<file path="src/rtl/mii_rx_frame_decoder.sv">
// MII receive front end: nibble-to-byte assembly, preamble/SFD strip, FCS/runt/oversize/rx_er/dribble checks.
// Optional build macro MII_RX_FCS_STRIP_EN holds back the 4 FCS bytes so o_last marks the final payload byte.
module mii_rx_frame_decoder #(
  parameter int MAX_FRAME_BYTES = 1518
) (
  input  logic        i_clock,
  input  logic        i_reset_n,
  input  logic [3:0]  i_rx_d,
  input  logic        i_rx_dv,
  input  logic        i_rx_er,
  output logic [7:0]  o_data,
  output logic        o_valid,
  output logic        o_last,
  output logic        o_frame_done,
  output logic [4:0]  o_status,
  output logic [10:0] o_byte_count
);

`ifdef MII_RX_FCS_STRIP_EN
  localparam int PIPE_DEPTH = 5;
`else
  localparam int PIPE_DEPTH = 1;
`endif
  localparam logic [31:0] CRC_POLY    = 32'hEDB8_8320;
  localparam logic [31:0] CRC_RESIDUE = 32'hDEBB_20E3;
  localparam logic [10:0] MAX_BYTES   = 11'(MAX_FRAME_BYTES);
  localparam logic [10:0] BYTE_SAT    = 11'(MAX_FRAME_BYTES + 1);
  localparam logic [2:0]  PIPE_FULL   = 3'(PIPE_DEPTH);

  // The END step is folded into the DATA cycle that samples dv=0, so it overlaps the first IDLE cycle.
  typedef enum logic [1:0] {ST_WAIT_IDLE, ST_IDLE, ST_PREAMBLE, ST_DATA} state_e;

  state_e      state_q, state_d;
  logic        phase_q, phase_d;
  logic [3:0]  low_q, low_d;
  logic [31:0] crc_q, crc_d;
  logic        rx_er_q, rx_er_d;
  logic [10:0] byte_cnt_q, byte_cnt_d;
  logic [2:0]  fill_q, fill_d;
  logic [7:0]  pipe_q [PIPE_DEPTH];
  logic [7:0]  pipe_d [PIPE_DEPTH];
  logic [7:0]  data_q, data_d;
  logic        valid_q, valid_d;
  logic        last_q, last_d;
  logic        done_q, done_d;
  logic [4:0]  status_q, status_d;
  logic [10:0] count_q, count_d;

  function automatic logic [31:0] crc_nibble(input logic [31:0] crc, input logic [3:0] nib);
    logic [31:0] c;
    c = crc ^ {28'd0, nib};
    for (int i = 0; i < 4; i++) c = c[0] ? ((c >> 1) ^ CRC_POLY) : (c >> 1);
    return c;
  endfunction

  always_comb begin
    state_d    = state_q;
    phase_d    = phase_q;
    low_d      = low_q;
    crc_d      = crc_q;
    rx_er_d    = rx_er_q;
    byte_cnt_d = byte_cnt_q;
    fill_d     = fill_q;
    pipe_d     = pipe_q;
    data_d     = data_q;
    valid_d    = 1'b0;
    last_d     = 1'b0;
    done_d     = 1'b0;
    status_d   = status_q;
    count_d    = count_q;
    case (state_q)
      ST_WAIT_IDLE: if (!i_rx_dv) state_d = ST_IDLE;
      ST_IDLE: if (i_rx_dv) state_d = (i_rx_d == 4'h5) ? ST_PREAMBLE : ST_WAIT_IDLE;
      ST_PREAMBLE: begin
        if (!i_rx_dv) state_d = ST_IDLE;
        else if (i_rx_d == 4'hD) begin
          state_d    = ST_DATA;
          phase_d    = 1'b0;
          crc_d      = 32'hFFFF_FFFF;
          rx_er_d    = 1'b0;
          byte_cnt_d = 11'd0;
          fill_d     = 3'd0;
        end else if (i_rx_d != 4'h5) state_d = ST_WAIT_IDLE;
      end
      ST_DATA: begin
        if (i_rx_dv) begin
          crc_d = crc_nibble(crc_q, i_rx_d);
          if (i_rx_er) rx_er_d = 1'b1;
          if (!phase_q) begin
            low_d   = i_rx_d;
            phase_d = 1'b1;
          end else begin
            phase_d = 1'b0;
            if (byte_cnt_q != BYTE_SAT) byte_cnt_d = byte_cnt_q + 11'd1;
            // A full pipeline releases its oldest byte as the new one enters.
            if (fill_q == PIPE_FULL) begin
              data_d  = pipe_q[PIPE_DEPTH-1];
              valid_d = 1'b1;
            end else begin
              fill_d = fill_q + 3'd1;
            end
            pipe_d[0] = {i_rx_d, low_q};
            for (int i = 1; i < PIPE_DEPTH; i++) pipe_d[i] = pipe_q[i-1];
          end
        end else begin
          state_d  = ST_IDLE;
          done_d   = 1'b1;
          status_d = {byte_cnt_q > MAX_BYTES, byte_cnt_q < 11'd64, phase_q, rx_er_q,
                      crc_q != CRC_RESIDUE};
          count_d  = byte_cnt_q;
          fill_d   = 3'd0;
          if (fill_q == PIPE_FULL) begin
            data_d  = pipe_q[PIPE_DEPTH-1];
            valid_d = 1'b1;
            last_d  = 1'b1;
          end
        end
      end
      default: state_d = ST_WAIT_IDLE;
    endcase
  end

  always_ff @(posedge i_clock or negedge i_reset_n) begin
    if (!i_reset_n) begin
      state_q    <= ST_WAIT_IDLE;
      phase_q    <= 1'b0;
      low_q      <= 4'd0;
      crc_q      <= 32'hFFFF_FFFF;
      rx_er_q    <= 1'b0;
      byte_cnt_q <= 11'd0;
      fill_q     <= 3'd0;
      for (int i = 0; i < PIPE_DEPTH; i++) pipe_q[i] <= 8'd0;
      data_q     <= 8'd0;
      valid_q    <= 1'b0;
      last_q     <= 1'b0;
      done_q     <= 1'b0;
      status_q   <= 5'd0;
      count_q    <= 11'd0;
    end else begin
      state_q    <= state_d;
      phase_q    <= phase_d;
      low_q      <= low_d;
      crc_q      <= crc_d;
      rx_er_q    <= rx_er_d;
      byte_cnt_q <= byte_cnt_d;
      fill_q     <= fill_d;
      pipe_q     <= pipe_d;
      data_q     <= data_d;
      valid_q    <= valid_d;
      last_q     <= last_d;
      done_q     <= done_d;
      status_q   <= status_d;
      count_q    <= count_d;
    end
  end

  assign o_data       = data_q;
  assign o_valid      = valid_q;
  assign o_last       = last_q;
  assign o_frame_done = done_q;
  assign o_status     = status_q;
  assign o_byte_count = count_q;

endmodule

</file>
<file path="config.mk">
export PLATFORM = sky130hd
export DESIGN_NAME = mii_rx_frame_decoder
export DESIGN_NICKNAME = d
export VERILOG_FILES = /design/src/rtl/mii_rx_frame_decoder.sv
export SDC_FILE = /design/constraint.sdc
export NUM_CORES = 1
export LEC_CHECK = 0
export BUFFER_PORTS_ARGS = -buffer_cell sky130_fd_sc_hd__clkbuf_2
export CAP_MARGIN = 20
export CORE_ASPECT_RATIO = 0.75
export CORE_MARGIN = 2
export CORE_UTILIZATION = 45
export CTS_CLUSTER_DIAMETER = 80
export DETAILED_ROUTE_END_ITERATION = 8
export SETUP_SLACK_MARGIN = 0.5
export SLEW_MARGIN = 20
export SYNTH_ARGS = -nofsm -noshare
export SYNTH_HDL_FRONTEND = slang
export SYNTH_SLANG_ARGS = --single-unit
</file>
<file path="constraint.sdc">
create_clock -name i_clock -period 3.7 [get_ports i_clock]
set_input_delay 0.185 -clock i_clock [delete_from_list [all_inputs] [get_ports i_clock]]
set_output_delay 0.185 -clock i_clock [all_outputs]
set_load 0.02 [all_outputs]
</file>
### After elaboration in Yosys (flattened, before gate mapping)

Cells that the tools add are included.

| operators by class | value |
|---|---|
| $add $sub $neg | 2 |
| order comparisons | 2 |
| equal/unequal tests | 21 |
| muxes and demuxes | 46 |
| bitwise operators | 7 |
| reductions and logical operators | 12 |

Operator list:

| operator | number |
|---|---|
| 2-to-1 mux 32 bit | 7 |
| case mux 32 bit (2 select lines) | 1 |
| inverter 13 -> 14 bit | 4 |
| 2-to-1 mux 11 bit | 5 |
| inequality test 32 bit (second input constant) | 1 |
| bitwise XOR 32 x 4 -> 32 bit | 1 |
| 2-to-1 mux 8 bit | 3 |
| case mux 11 bit (2 select lines) | 1 |
| inequality test 2 bit (second input constant) | 8 |
| 2-to-1 mux 3 bit | 5 |
| 2-to-1 mux 1 bit | 14 |
| 2-to-1 mux 2 bit | 6 |
| adder 11 x 1 -> 11 bit (second input constant) | 1 |
| greater-than comparator 11 bit (second input constant) | 1 |
| < comparator 11 x 7 -> 1 bit (second input constant) | 1 |
| inequality test 11 bit (second input constant) | 1 |
| AND reduction 5 bit | 2 |
| AND reduction 3 bit | 3 |
| inequality test 3 bit (second input constant) | 2 |
| case mux 2 bit (3 select lines) | 1 |
| case mux 3 bit (2 select lines) | 1 |
| AND reduction 6 bit | 1 |
| == test 2 bit (second input constant) | 2 |
| == test 4 x 3 -> 1 bit (second input constant) | 1 |
| 14 further kinds | 17 |

| word-level totals | value |
|---|---|
| register bits | 89 |
| bits of input ports | 8 |
| output and inout bits | 27 |
| word-level logic and storage cells | 104 |

### Longest topological paths before layout

Gate-level depths: netlist (run 1).

| logic depth | value |
|---|---|
| depth after elaboration | 11 |
| mapped depth | 7 |
| gate-level depth less buffers | 6 |

### Worst setup path before layout (run 1)

Ideal clock, no wire load.

| path | value |
|---|---|
| path kind | register to register |
| start | register state_q[0] |
| end | register crc_q[10] |
| library setup time | 80 ps |
| data arrival time | 1779 ps |
| path slack | 1841 ps |
| stages on the path, launching flop included | 8 |
| path buffers | 2 |
| cells stage by stage | dfrtp_1 -> inv_1 -> ha_1 -> clkbuf_1 -> mux2i_2 -> nor2_1 -> clkbuf_1 -> o22a_1 |

| between the ends | value |
|---|---|
| word-level cells in the longest chain between the ends | 3 |
| elaborated cells between the ends (all ways) | 8 |
| classes of those cells | 5 x eq/ne; 1 x mux; 2 x reduce/logical |

Ends and longest elaborated chain:

| element | line | source |
|---|---|---|
| start: declaration | 33 | `state_e state_q, state_d;` |
| start signal: assignment | 140 | `state_q <= state_d;` |
| == test 2 bit | 71 | `case (state_q)` |
| inequality test 2 bit (no source line) / nonzero test 2 bit (equally long branches) | - |  |
| AND reduction 4 bit (no source line) | - |  |
| end signal: assignment | 143 | `crc_q <= crc_d;` |
| end: declaration | 36 | `logic [31:0] crc_q, crc_d;` |

Several ways; a longest one is shown, not always the timed one.
A chain may end at the register's enable or synchronous reset.

### Worst setup path after layout (run 1)

| path | value |
|---|---|
| start | register state_q[0] |
| end | register phase_q |

| between the ends | value |
|---|---|
| word-level cells in the longest chain between the ends | 3 |
| elaborated cells between the ends (all ways) | 8 |
| classes of those cells | 5 x eq/ne; 1 x mux; 2 x reduce/logical |

Ends and longest elaborated chain:

| element | line | source |
|---|---|---|
| == test 2 bit | 71 |  |
| inequality test 2 bit (no source line) / nonzero test 2 bit (equally long branches) | - |  |
| AND reduction 4 bit (no source line) | - |  |
| end signal: assignment | 141 | `phase_q <= phase_d;` |
| end: declaration | 34 | `logic phase_q, phase_d;` |

Several ways; a longest one is shown, not always the timed one.

==> results of run 1 <==
==> logic make-up (layout without fill, tap and decap cells) <==
logic type	Yosys count	count (layout)	synth area share [%]
flops	89	89	53.0
xor+xnor	36	36	10.1
simple gates	99	99	12.4
mux	28	28	7.37
fa+ha+maj	8	8	2.34
buf+inv	26	65	2.28
compound gates	73	73	12.5
==> worst paths after layout <==
kind | start | to | slack (ps)
max in group asynchronous | i_reset_n | crc_q[3] | 2880
min reg2reg | o_byte_count[6] | o_byte_count[6] | 470
max reg2reg | state_q[0] | phase_q | 1340
max | state_q[0] | phase_q | 1340
min in group i_clock | i_rx_er | rx_er_q | 130
min | i_reset_n | o_byte_count[0] | -30
==> cell type report <==
type / count / area share [%]
multi-input cells: 244 / 39.3
repair buffers: 37 / 4.01
clock inverters: 6 / 1.21
clock buffers: 10 / 4.70
flip-flops and latches: 89 / 46.6
inverters: 12 / 0.925
well taps: 128 / 3.29
==> worst reg2reg max path, delay by kind of cell, from the launching register on <==
family	cells	cell delay [ps]
AND/OR/NAND/NOR	1	40
buffers and inverters	2	350
multiplexers	2	1140
flip-flops	1	420
adder cells (fa/ha/maj)	1	300
==> layer usage <==
layer / GRT usage (%) / wire length [um] / vias up
met4: 5.78 / 105 / 0
met3: 5.00 / 354 / 10
met5: 0 / 0 / -
li1: - / - / 1383
met1: 28.7 / 4740 / 1440
met2: 24.5 / 3400 / 60
==> stage by stage <==
stage               hold slack (ps)  area, um2  total power [mW]  std cells  utilization, %
floorplan                      -111       4280              2.19        359               -
global placement                371       4580              2.39        510            50.0
detailed placement              368       4580              2.41        510            50.0
CTS                            5.07       4870              3.30        526            53.2
global route                   27.7       4870              3.46        526            53.2
finish                        -33.8       4870              3.27        526            53.2
==> sequential cells by signal (all words and copies together), names as in the netlist <==
register / count
pipe_q: 8
o_data: 8
o_last: 1
state_q: 2
o_byte_count: 11
o_frame_done: 1
o_valid: 1
byte_cnt_q: 11
rx_er_q: 1
phase_q: 1
crc_q: 32
low_q: 4
fill_q: 3
o_status: 5
==> power breakdown <==
group / internal (mW) / total [mW] / switching (mW)
combinational: 0.492 / 0.945 / 0.454
clock: 0.518 / 0.875 / 0.357
sequential: 1.27 / 1.45 / 0.176
==> cells in the final DEF, fill, tap and decap left out, types with 2 or more instances in the layout <==
master	synthesis	layout
sky130_fd_sc_hd__buf_4	0	4
sky130_fd_sc_hd__clkinvlp_4	0	2
sky130_fd_sc_hd__o22a_1	8	8
sky130_fd_sc_hd__or4_1	6	6
sky130_fd_sc_hd__a2bb2oi_1	24	24
sky130_fd_sc_hd__and3_1	2	2
sky130_fd_sc_hd__nor4_1	3	3
sky130_fd_sc_hd__inv_1	9	9
sky130_fd_sc_hd__dfstp_2	32	32
sky130_fd_sc_hd__xor2_4	2	2
sky130_fd_sc_hd__nand3_1	9	9
sky130_fd_sc_hd__xnor2_1	14	14
sky130_fd_sc_hd__nor4b_1	3	3
sky130_fd_sc_hd__xnor2_2	2	2
sky130_fd_sc_hd__nand2_1	41	41
sky130_fd_sc_hd__dfrtp_1	57	57
sky130_fd_sc_hd__nor3_1	3	3
sky130_fd_sc_hd__ha_1	8	8
sky130_fd_sc_hd__clkbuf_16	0	9
sky130_fd_sc_hd__o31ai_1	9	9
sky130_fd_sc_hd__xnor3_1	4	4
sky130_fd_sc_hd__o21ai_0	2	2
sky130_fd_sc_hd__xor2_1	13	13
sky130_fd_sc_hd__a21oi_1	15	15
sky130_fd_sc_hd__o41ai_1	3	3
sky130_fd_sc_hd__nand4b_1	3	3
sky130_fd_sc_hd__clkinv_2	0	2
sky130_fd_sc_hd__mux2i_1	2	2
sky130_fd_sc_hd__nor2b_1	3	3
sky130_fd_sc_hd__nand4_1	8	8
sky130_fd_sc_hd__mux2_1	24	24
sky130_fd_sc_hd__nor2_1	9	8
sky130_fd_sc_hd__o21ai_1	7	7
sky130_fd_sc_hd__clkbuf_2	0	33
sky130_fd_sc_hd__inv_2	3	3
==> synthesized netlist by cell type, types with 2 or more instances <==
cell type	n
sky130_fd_sc_hd__nand3_1	9
sky130_fd_sc_hd__xor2_4	2
sky130_fd_sc_hd__mux2_1	24
sky130_fd_sc_hd__nand4_1	8
sky130_fd_sc_hd__o31ai_1	9
sky130_fd_sc_hd__o22a_1	8
sky130_fd_sc_hd__or4_1	6
sky130_fd_sc_hd__xnor2_1	14
sky130_fd_sc_hd__dfrtp_1	57
sky130_fd_sc_hd__nor4b_1	3
sky130_fd_sc_hd__nor2_1	9
sky130_fd_sc_hd__clkbuf_1	13
sky130_fd_sc_hd__xnor2_2	2
sky130_fd_sc_hd__inv_2	3
sky130_fd_sc_hd__a21oi_1	15
sky130_fd_sc_hd__and3_1	2
sky130_fd_sc_hd__o21ai_1	7
sky130_fd_sc_hd__ha_1	8
sky130_fd_sc_hd__nor2b_1	3
sky130_fd_sc_hd__xor2_1	13
sky130_fd_sc_hd__inv_1	9
sky130_fd_sc_hd__nand2_1	41
sky130_fd_sc_hd__mux2i_1	2
sky130_fd_sc_hd__nand4b_1	3
sky130_fd_sc_hd__a2bb2oi_1	24
sky130_fd_sc_hd__nor3_1	3
sky130_fd_sc_hd__nor4_1	3
sky130_fd_sc_hd__o41ai_1	3
sky130_fd_sc_hd__dfstp_2	32
sky130_fd_sc_hd__xnor3_1	4
sky130_fd_sc_hd__o21ai_0	2
==> run summary, run 1 <==
The flow ran to the end, but the final reports show violations. The final reports fail on hold timing. Synthesis handed over a netlist of 359 instances. For the via count of the first global-routing pass, the log shows 2720. The average detailed-routed wire length per instance was 16.4 um; the final worst slack was 1340 ps. The worst-skew pair later-pin latency is 340 ps, and the setup TNS after final layout is 0 ps.

The routed design has 8600 um of wire. The final hold slack is -33.8 ps. Timing analysis after detailed placement gives a worst setup slack of 1360 ps. Among cell families on the critical path, the largest total delay comes from multiplexers. The number of buffer and inverter instances along the worst setup path came out at 2. For the leakage dissipation, the log shows 2.23 nW.

After clock tree synthesis, the flow added hold-fix buffers numbering 0. The data required time at the worst endpoint is 3920 ps. Using the TritonRoute via totals, the vias-per-cell ratio works out to 5.50. Setup violations remaining at the end of the flow were counted as 0. The number of buffers inserted during clock tree synthesis came out at 9.

In this run the biggest area consumer among cell types represents 33.4% of the synthesized area. The flop and latch count out of synthesis is 89. Setup repair after global routing left no endpoint under its margin. The height of the chip was 88.4 um. After layout, the worst path uses 63.9% of the clock period. Across all layers, the routed design uses 2893 vias.

The final-report hold violation count was 50. The classification of the worst setup path was flop to flop. 35 I/O pins were placed. The biggest area contributor in the post-synthesis netlist is sky130_fd_sc_hd__dfrtp_1. Counting I/O delays and the setup requirement, the final critical path takes 2360 ps.

After synthesis the cells add up to 4280 um2. Summing all multi-input logic gate instances after layout gives 1910 um2. 0 antenna diodes ended up in the layout. In this run, post-CTS repair resized a total of 0 instances.

In this run the tightest slew margin relative to its limit is 38.8%. The first-pass iteration count of the detailed router was 4; the async set-or-reset flop fraction in the synthesized netlist was 100%. STA puts the critical path data arrival time at 2580 ps.

The tools report the die area as 10300 um2. In this run the remaining antenna-violating nets after routing total 0. The combined flip-flop and latch cell area was 2270 um2. Static timing analysis puts the maximum clock frequency at 423 MHz. The count of different cell masters after synthesis was 49; the part of the Yosys area used for sequential elements was 53.0%. The number of remaining DRC errors came out at 0. In this run the worst hold path is classified as input pin to asynchronous set/reset pin. In this run the worst path has a maximum fanout of 33. Among all flip-flop cells after synthesis, the most frequent one is sky130_fd_sc_hd__dfrtp_1.

The worst setup path is captured at a flop. The number of clock sinks seen by CTS is 89. The filler cells instantiated in the layout total 810. The mean cell area of the mapped netlist came out at 11.9 um2. In this run, synthesis inferred 0 flip-flops with an integrated enable.

The tools report the maximum resistive drop on vdd as 0.419 mV. During placement, the flow inserted port buffers numbering 34. Once the floorplan was initialized, standard cells occupied 46.7% of the core.

After legalization and detailed placement, the total HPWL measured 5920 um. Initial DRC count: 164. The number of setup buffers added after CTS is 0. TritonCTS built the clock tree. The critical path goes through inv_1 > ha_1 > mux2i_2 > nor2_2 > buf_4 > mux2_1. In the global route stage, overall resource usage came out at 18.3%. Summed over all layers, the global routing overflow is 0. Weighted congestion reported at the end of routability-driven placement: 0.795. The buffer cell driving the clock tree root is sky130_fd_sc_hd__clkbuf_16.

Counting every net in the synthesized netlist gives 375. Counting along the longest clock path gives a buffer depth of 2. The max-slew violation count is 0. Total stage count of the critical path: 6.

The global-route wire length before repair is 14200 um, and the transition at the pin with the smallest max-transition slack is 900 ps. Clock-pin slew was measured on the worst setup and hold paths at 60 ps. The worst-case clock skew was 7.22 ps; the fraction of final layout cells sized beyond drive strength 1 was 23.9%. Across the run, the number of max-cap violations was 0. For this design the ratio of total power to cell area is 672 nW/um2. The worst setup path is launched from a flop.

The critical path's largest stage delay is 800 ps, and the core region area is 9160 um2. The initial antenna violation count was 0. Yosys attributes the largest share of cell area to sky130_fd_sc_hd__dfrtp_1 33%, sky130_fd_sc_hd__dfstp_2 20%, sky130_fd_sc_hd__mux2_1 6.3%, sky130_fd_sc_hd__a2bb2oi_1 4.9%, sky130_fd_sc_hd__nand2_1 3.6%. The pin count of the biggest net entering global routing is 72. The H-tree was split into 3 levels. The master of the slowest instance on the critical path was sky130_fd_sc_hd__mux2i_2. The Yosys step of the flow raised 0 warnings. The width of the chip came out at 117 um. The net count of the finished layout is 409.

The area growth from synthesis to final layout came out at 13.9%. The worst register-to-register path has a depth of 6. The initialized floorplan defines 30 standard-cell rows.
No activity file was read; power rests on OpenSTA's default activity.
==> run 2, diff against run 1 <==
==> constraint.sdc (replaced) <==
create_clock -name i_clock -period 2.29 [get_ports i_clock]
set_input_delay 0.1145 -clock i_clock [delete_from_list [all_inputs] [get_ports i_clock]]
set_output_delay 0.1145 -clock i_clock [all_outputs]
set_load 0.02 [all_outputs]
==> run 2 against run 1 <==
  * The flow now finishes without violations
  * Critical path depth shrank 1
  * Via count up 7.3%
  * Clock power grew 63%
  * Setup slack got worse by 850 ps
  * Global-route usage increased by 1.3 points
  * First-iteration DRC count is 99% higher
  * Critical path type unchanged
  * Largest cell class unchanged
==> run summary, run 2 (synthesis gave the netlist of run 1 again) <==
The flow ran to the end, and the final reports show no timing, DRC or antenna violations. VDD sags by at most 0.623 mV. The initial antenna violation count was 0; the total number of nets in the final design was 454.

Startpoint kind of the worst setup timing path: a flop. The run gives 6150 um as the HPWL reported at the end of detailed placement. The initial core utilization was 46.7%; the initial DRC count was 326. The time the worst path needs with I/O delays and setup came out at 1810 ps. In this run the worst path has a maximum fanout of 6. The number of buffers inserted during clock tree synthesis was 9. TritonCTS built the clock tree. For the combined flip-flop and latch cell area, the log shows 2270 um2. The average detailed-routed wire length per instance is 16.9 um, and the flip-flop count of the largest register, all copies and words added is 32.

For this run, design rule violations remaining after detail routing come to 0. Width of the chip: 117 um. The critical path goes through ha_4 > mux2i_4 > buf_4 > or4_4 > a21oi_2. The floorplan step set the die height to 88.4 um.

0 antenna diodes ended up in the layout. The worst path uses 79.0% of the clock period. The number of clock sinks seen by CTS was 89; the area growth from synthesis to final layout was 28.3%. The tools report the die area as 10300 um2. The final-report hold violation count came out at 0. Across all register-to-register paths, the minimum setup slack is 480 ps.

The number of levels in the clock H-tree was 3; the number of buffer and inverter instances along the worst setup path was 1. The multi-input combinational cells in the finished layout cover a total of 2140 um2. At the end of routability-driven placement, the weighted congestion stood at 0.802.

After routing, the total negative slack on setup checks comes to 0 ps. The type of the most critical hold path was input pin to flop. Prior to clock tree synthesis, the placed netlist has a worst setup slack of 240 ps.

For the max-slew violation count, the log shows 0. In this run switching power makes up 30.0% of total power. Setup repair after global routing could not meet its margin everywhere.

For the leakage dissipation, the log shows 2.48 nW. Leaving out fill and tap cells, the most frequent cells in the layout are 56 x sky130_fd_sc_hd__dfrtp_1, 40 x sky130_fd_sc_hd__nand2_1, 38 x sky130_fd_sc_hd__buf_4. After filler insertion, the fill cell instance count of the layout stands at 770. The number of vias per cell after detailed routing was 5.44; the sequential share of power was 41.5%. Cell internal power dissipation: 4.01 mW. The total area inside the core boundary comes to 9160 um2. The design draws 5.73 mW. Summed over all nets, the switching power comes to 1.72 mW.

The buffer cell driving the clock tree root is sky130_fd_sc_hd__clkbuf_16. For this run, the slowest stage of the critical path takes 530 ps. The via count of the first global-routing pass was 2904. The max-cap violation count was 0.

The most common cell after layout, fill and taps aside is sky130_fd_sc_hd__dfrtp_1. In this run the tightest slew margin relative to its limit is 44.3%. Across the routed clock network, the largest skew measured is 8.34 ps. The global-route wire length before repair was 15400 um; the part of the total power dissipated in combinational logic was 33.5%. Data on the critical path arrives at its endpoint at 2070 ps.

The worst setup path is captured at a flop. The pre-antenna-repair detailed-routing pass consisted of 4 iterations. Summed over all layers, the routed wires come to 9650 um.

The power density over cell area is 1040 nW/um2, and the data required time at the worst endpoint is 2550 ps. Summed over all layers, the global routing overflow is 0. Clock tree buffer depth: 2. The logs give 0 for the post-detailed-route count of antenna-violating nets and 480 ps for the final worst slack. The worst-skew pair later-pin latency came out at 330 ps. The initialized floorplan defines 30 standard-cell rows.

For the pin with the worst max-slew slack, the measured transition is 835 ps. The peak clock frequency supported by timing is 553 MHz, and the setup-violating endpoint count in the final report is 0. The run gives 55.7 ps as the final hold slack.

Total track usage: 19.6%. Broken down by cell family, the worst path's largest delay share belongs to simple AND/OR/NAND/NOR gates. The post-route netlist has 39.1% of its cells at a drive strength greater than 1. Of the total power, the clock network draws 25.0%. Master of the slowest instance on the critical path: sky130_fd_sc_hd__or4_4. Entering global routing, the biggest net connects 68 pins.

The number of buffer cells added on primary ports is 34. Classification of the worst setup path: flop to flop. The number of top-level design ports was 35; the clock-pin slew of the registers on the worst-case setup and hold paths was 60 ps. More flip-flops sit in one register than any other, and that register is crc_q. Summing over every cut layer, the via total after detailed routing is 3104.
run 2: per-stage QoR:
stage | utilization (%) | instance area, um2 | instances
global route | 59.9 | 5490 | 571
CTS | 56.6 | 5190 | 551
detailed placement | 51.0 | 4670 | 520
floorplan | - | 4300 | 359
finish | 59.9 | 5490 | 571
global placement | 51.0 | 4670 | 520
run 2: power groups by stage:
stage	Clock (mW)	Combinational [mW]	Sequential [mW]
after floorplan	0	1.22	2.32
after CTS	1.48	1.70	2.36
after global routing	1.56	2.10	2.42
final	1.43	1.92	2.38
after global placement	0	1.52	2.38
after detailed placement	0	1.54	2.38
run 2: worst paths after layout:
| kind | to | cells after the start | start |
|---|---|---|---|
| max reg2reg | byte_cnt_q[4] | 5 | state_q[1] |
| max | byte_cnt_q[4] | 5 | state_q[1] |
| min in group asynchronous | o_byte_count[9] | 2 | i_reset_n |
| min | rx_er_q | 3 | i_rx_er |
| min reg2reg | o_status[1] | 2 | o_status[1] |
| max in group asynchronous | crc_q[2] | 3 | i_reset_n |
run 2: what timing repair did:
action,in CTS,in global routing
pin swaps,6,9
gates cloned,1,1
setup endpoints to repair,47,46
setup buffers,13,19
resized for setup,14,32
hold buffers,1,0
endpoints found under the hold margin,57,0
run 2: layer usage:
layer	wire length, um	GRT usage, %
met5	0	0
met4	110	4.81
met3	390	4.25
met2	4190	27.1
met1	4960	31.2
run 2: area by class of cell:
class / instances / area share, %
flip-flops and latches: 89 / 41.4
inverters: 12 / 0.821
well taps: 128 / 2.92
clock inverters: 6 / 1.21
repair buffers: 81 / 10.4
multi-input cells: 245 / 39.1
clock buffers: 10 / 4.17
run 2: worst register-to-register path, stage by stage, from the launching register on:
cell and delay (ps):
sky130_fd_sc_hd__dfrtp_2 460, sky130_fd_sc_hd__ha_4 220, sky130_fd_sc_hd__mux2i_4 230, sky130_fd_sc_hd__buf_4 190, sky130_fd_sc_hd__or4_4 530, sky130_fd_sc_hd__a21oi_2 120
==> run 3, diff against run 2 <==
--- a/config.mk
+++ b/config.mk
@@ -12,6 +12,7 @@
 export CORE_UTILIZATION = 45
 export CTS_CLUSTER_DIAMETER = 80
 export DETAILED_ROUTE_END_ITERATION = 8
+export PLACE_DENSITY = 0.65
 export SETUP_SLACK_MARGIN = 0.5
 export SLEW_MARGIN = 20
 export SYNTH_ARGS = -nofsm -noshare
==> constraint.sdc (replaced) <==
create_clock -name i_clock -period 1.5 [get_ports i_clock]
set_input_delay 0.075 -clock i_clock [delete_from_list [all_inputs] [get_ports i_clock]]
set_output_delay 0.075 -clock i_clock [all_outputs]
set_load 0.02 [all_outputs]
==> run 3 against run 2 <==
  * The flow now finishes with violations (setup timing)
  * Die area is the same
  * Clock skew grew 0.73 ps
  * Power grew 68%
  * Maximum frequency grew 3.3%
  * First-iteration DRC count shrank 41%
  * Combinational power grew 88%
  * Largest power group unchanged
==> run summary, run 3 (synthesis gave the netlist of run 1 again) <==
The tools report the initial core utilization as 46.7%. Width of the chip: 117 um. The initial antenna violation count was 0. For the final routed database, the setup TNS stands at -14860 ps.

During placement, the flow inserted port buffers numbering 34. For the worst setup path, the data arrival time is 2030 ps. The register with the most flip-flops in the layout has 32 of them. For the leakage dissipation, the log shows 3.02 nW. In this run the core area contains 30 standard-cell rows.

The H-tree was split into 3 levels. From synthesis to final layout, the design area changed by 55.8%. The power density over cell area works out to 1440 nW/um2. The worst path uses 117% of the clock period. The worst-skew pair later-pin latency is 350 ps.

The most common cell after layout, fill and taps aside is sky130_fd_sc_hd__buf_4. The logs give 0 for the final-report hold violation count and 2 for the clock tree buffer depth. The repair_antennas step left the layout with diodes totalling 0.

The height of the chip is 88.4 um. Buffer cell driving the clock tree root: sky130_fd_sc_hd__clkbuf_16. For the peak clock frequency supported by timing, the log shows 571 MHz.

Worst slew slack as a fraction of its limit: 74.1%. First-pass iteration count of the detailed router: 4. Entering global routing, the biggest net connects 37 pins.

After detailed placement, the total cell area comes to 5420 um2. Average detailed-routed wire length per instance: 18.9 um. Register with the highest flop count: crc_q.

Setup repair after global routing could not meet its margin everywhere. Global routing used 24.7% of the available tracks. STA classifies the critical path endpoint as a flop.

The design draws 9.62 mW. Clock-pin slew was measured on the worst setup and hold paths at 70 ps. The number of clock sinks seen by CTS is 89, and the time the worst path needs with I/O delays and setup is 1750 ps. The via count of the first global-routing pass came out at 3530.

The run finished, with violations left. The final reports fail on setup timing. Buffers inserted during clock tree synthesis total 9.

Number of top-level design ports: 35. In this run the remaining antenna-violating nets after routing total 0. The wire-length estimate of the detail-placed layout is 7150 um. The worst setup path is launched from a flop. Setup violations remaining at the end of the flow were counted as 88. Leaving out fill and tap cells, the most frequent cells in the layout are 70 x sky130_fd_sc_hd__buf_4, 56 x sky130_fd_sc_hd__dfrtp_1, 32 x sky130_fd_sc_hd__dfstp_2. TritonCTS built the clock tree. In the final layout, the share of cells above drive strength 1 is 62.9%. Excluding fillers, the count of instances in the completed layout stands at 630. For the pin with the worst max-slew slack, the measured transition is 386 ps. Including well taps, the total number of placed cells is 577.

VDD sags by at most 0.724 mV. The die area came out at 10300 um2. Along the worst path, the maximum fanout reaches 10.

The global-route wire length before repair is 19100 um, and the max-cap violation count is 0. OpenSTA, run right after detailed placement, puts the worst setup slack at -227 ps. The data required time at the worst endpoint came out at 1770 ps. Classification of the worst setup path: flop to flop. The logs give 0 for the max-slew violation count and -252 ps for the final worst slack.

The run gives 143 ps as the final hold slack. At the end of the flow the core is filled with cells to 72.7%. For this block, the routed nets add up to 11900 um of wire.

After detailed routing, the number of vias per cell comes to 5.49. The run gives 0.804 as the weighted congestion reported at the end of routability-driven placement. After the first detailed-routing iteration, the DRC count stood at 193. The filler cells instantiated in the layout total 621. The total global routing overflow is 0.

The net count of the finished layout is 513. After routing the design area is 6660 um2. The type of the most critical hold path is input pin to flop.

The worst-case clock skew came out at 9.07 ps. In the routed design, unresolved DRC markers number 0. Summing over every cut layer, the via total after detailed routing is 3456. Core region area: 9160 um2.
## run 3: critical path, stage by stage (launching register included)
cell                      delay [ps]
sky130_fd_sc_hd__dfrtp_2         460
sky130_fd_sc_hd__ha_4            190
sky130_fd_sc_hd__mux2i_4         210
sky130_fd_sc_hd__buf_12          160
sky130_fd_sc_hd__buf_6           120
sky130_fd_sc_hd__or4_1           410
sky130_fd_sc_hd__a21oi_2         130
## run 3: report_power, final
part           switching (mW)  total [mW]  leakage [nW]  internal, mW
registers               0.528        3.67          1.11          3.14
clock network           0.956        2.34         0.149          1.38
logic                    1.58        3.61          1.76          2.03
## run 3: what timing repair did
item,CTS,global route
resized for setup,104,50
cloned,5,0
hold endpoints to repair,78,0
endpoints found under the setup margin,89,97
hold buffers,2,0
setup buffers,17,13
pin swaps,17,18
## run 3: final timing paths
path | from | end | slack [ps] | depth (start not counted)
max in group asynchronous | i_reset_n | crc_q[2] | 750 | 3
setup / recovery | state_q[1] | byte_cnt_q[6] | -250 | 6
hold reg to reg | o_byte_count[0] | o_byte_count[0] | 480 | 2
setup reg to reg | state_q[1] | byte_cnt_q[6] | -250 | 6
hold / removal | i_rx_d[3] | pipe_q[7] | 140 | 3
min in group asynchronous | i_reset_n | o_status[0] | 190 | 2
## run 3: cell type report
class,count,area (um2),share of cell area [%]
repair buffers,139,1210,18.1
multi-input cells,246,2660,40.0
flip-flops and latches,89,2270,34.0
well taps,128,160,2.40
clock inverters,4,51.3,0.770
inverters,12,55.1,0.826
clock buffers,12,256,3.85
## run 3: layer usage
layer / track usage [%] / vias to the layer above / share of wire, %
met5: 0 / - / 0
met4: 4.60 / 0 / 0.58
met3: 5.21 / 8 / 4.2
met2: 39.6 / 78 / 47
met1: 35.2 / 1775 / 48
li1: - / 1595 / -
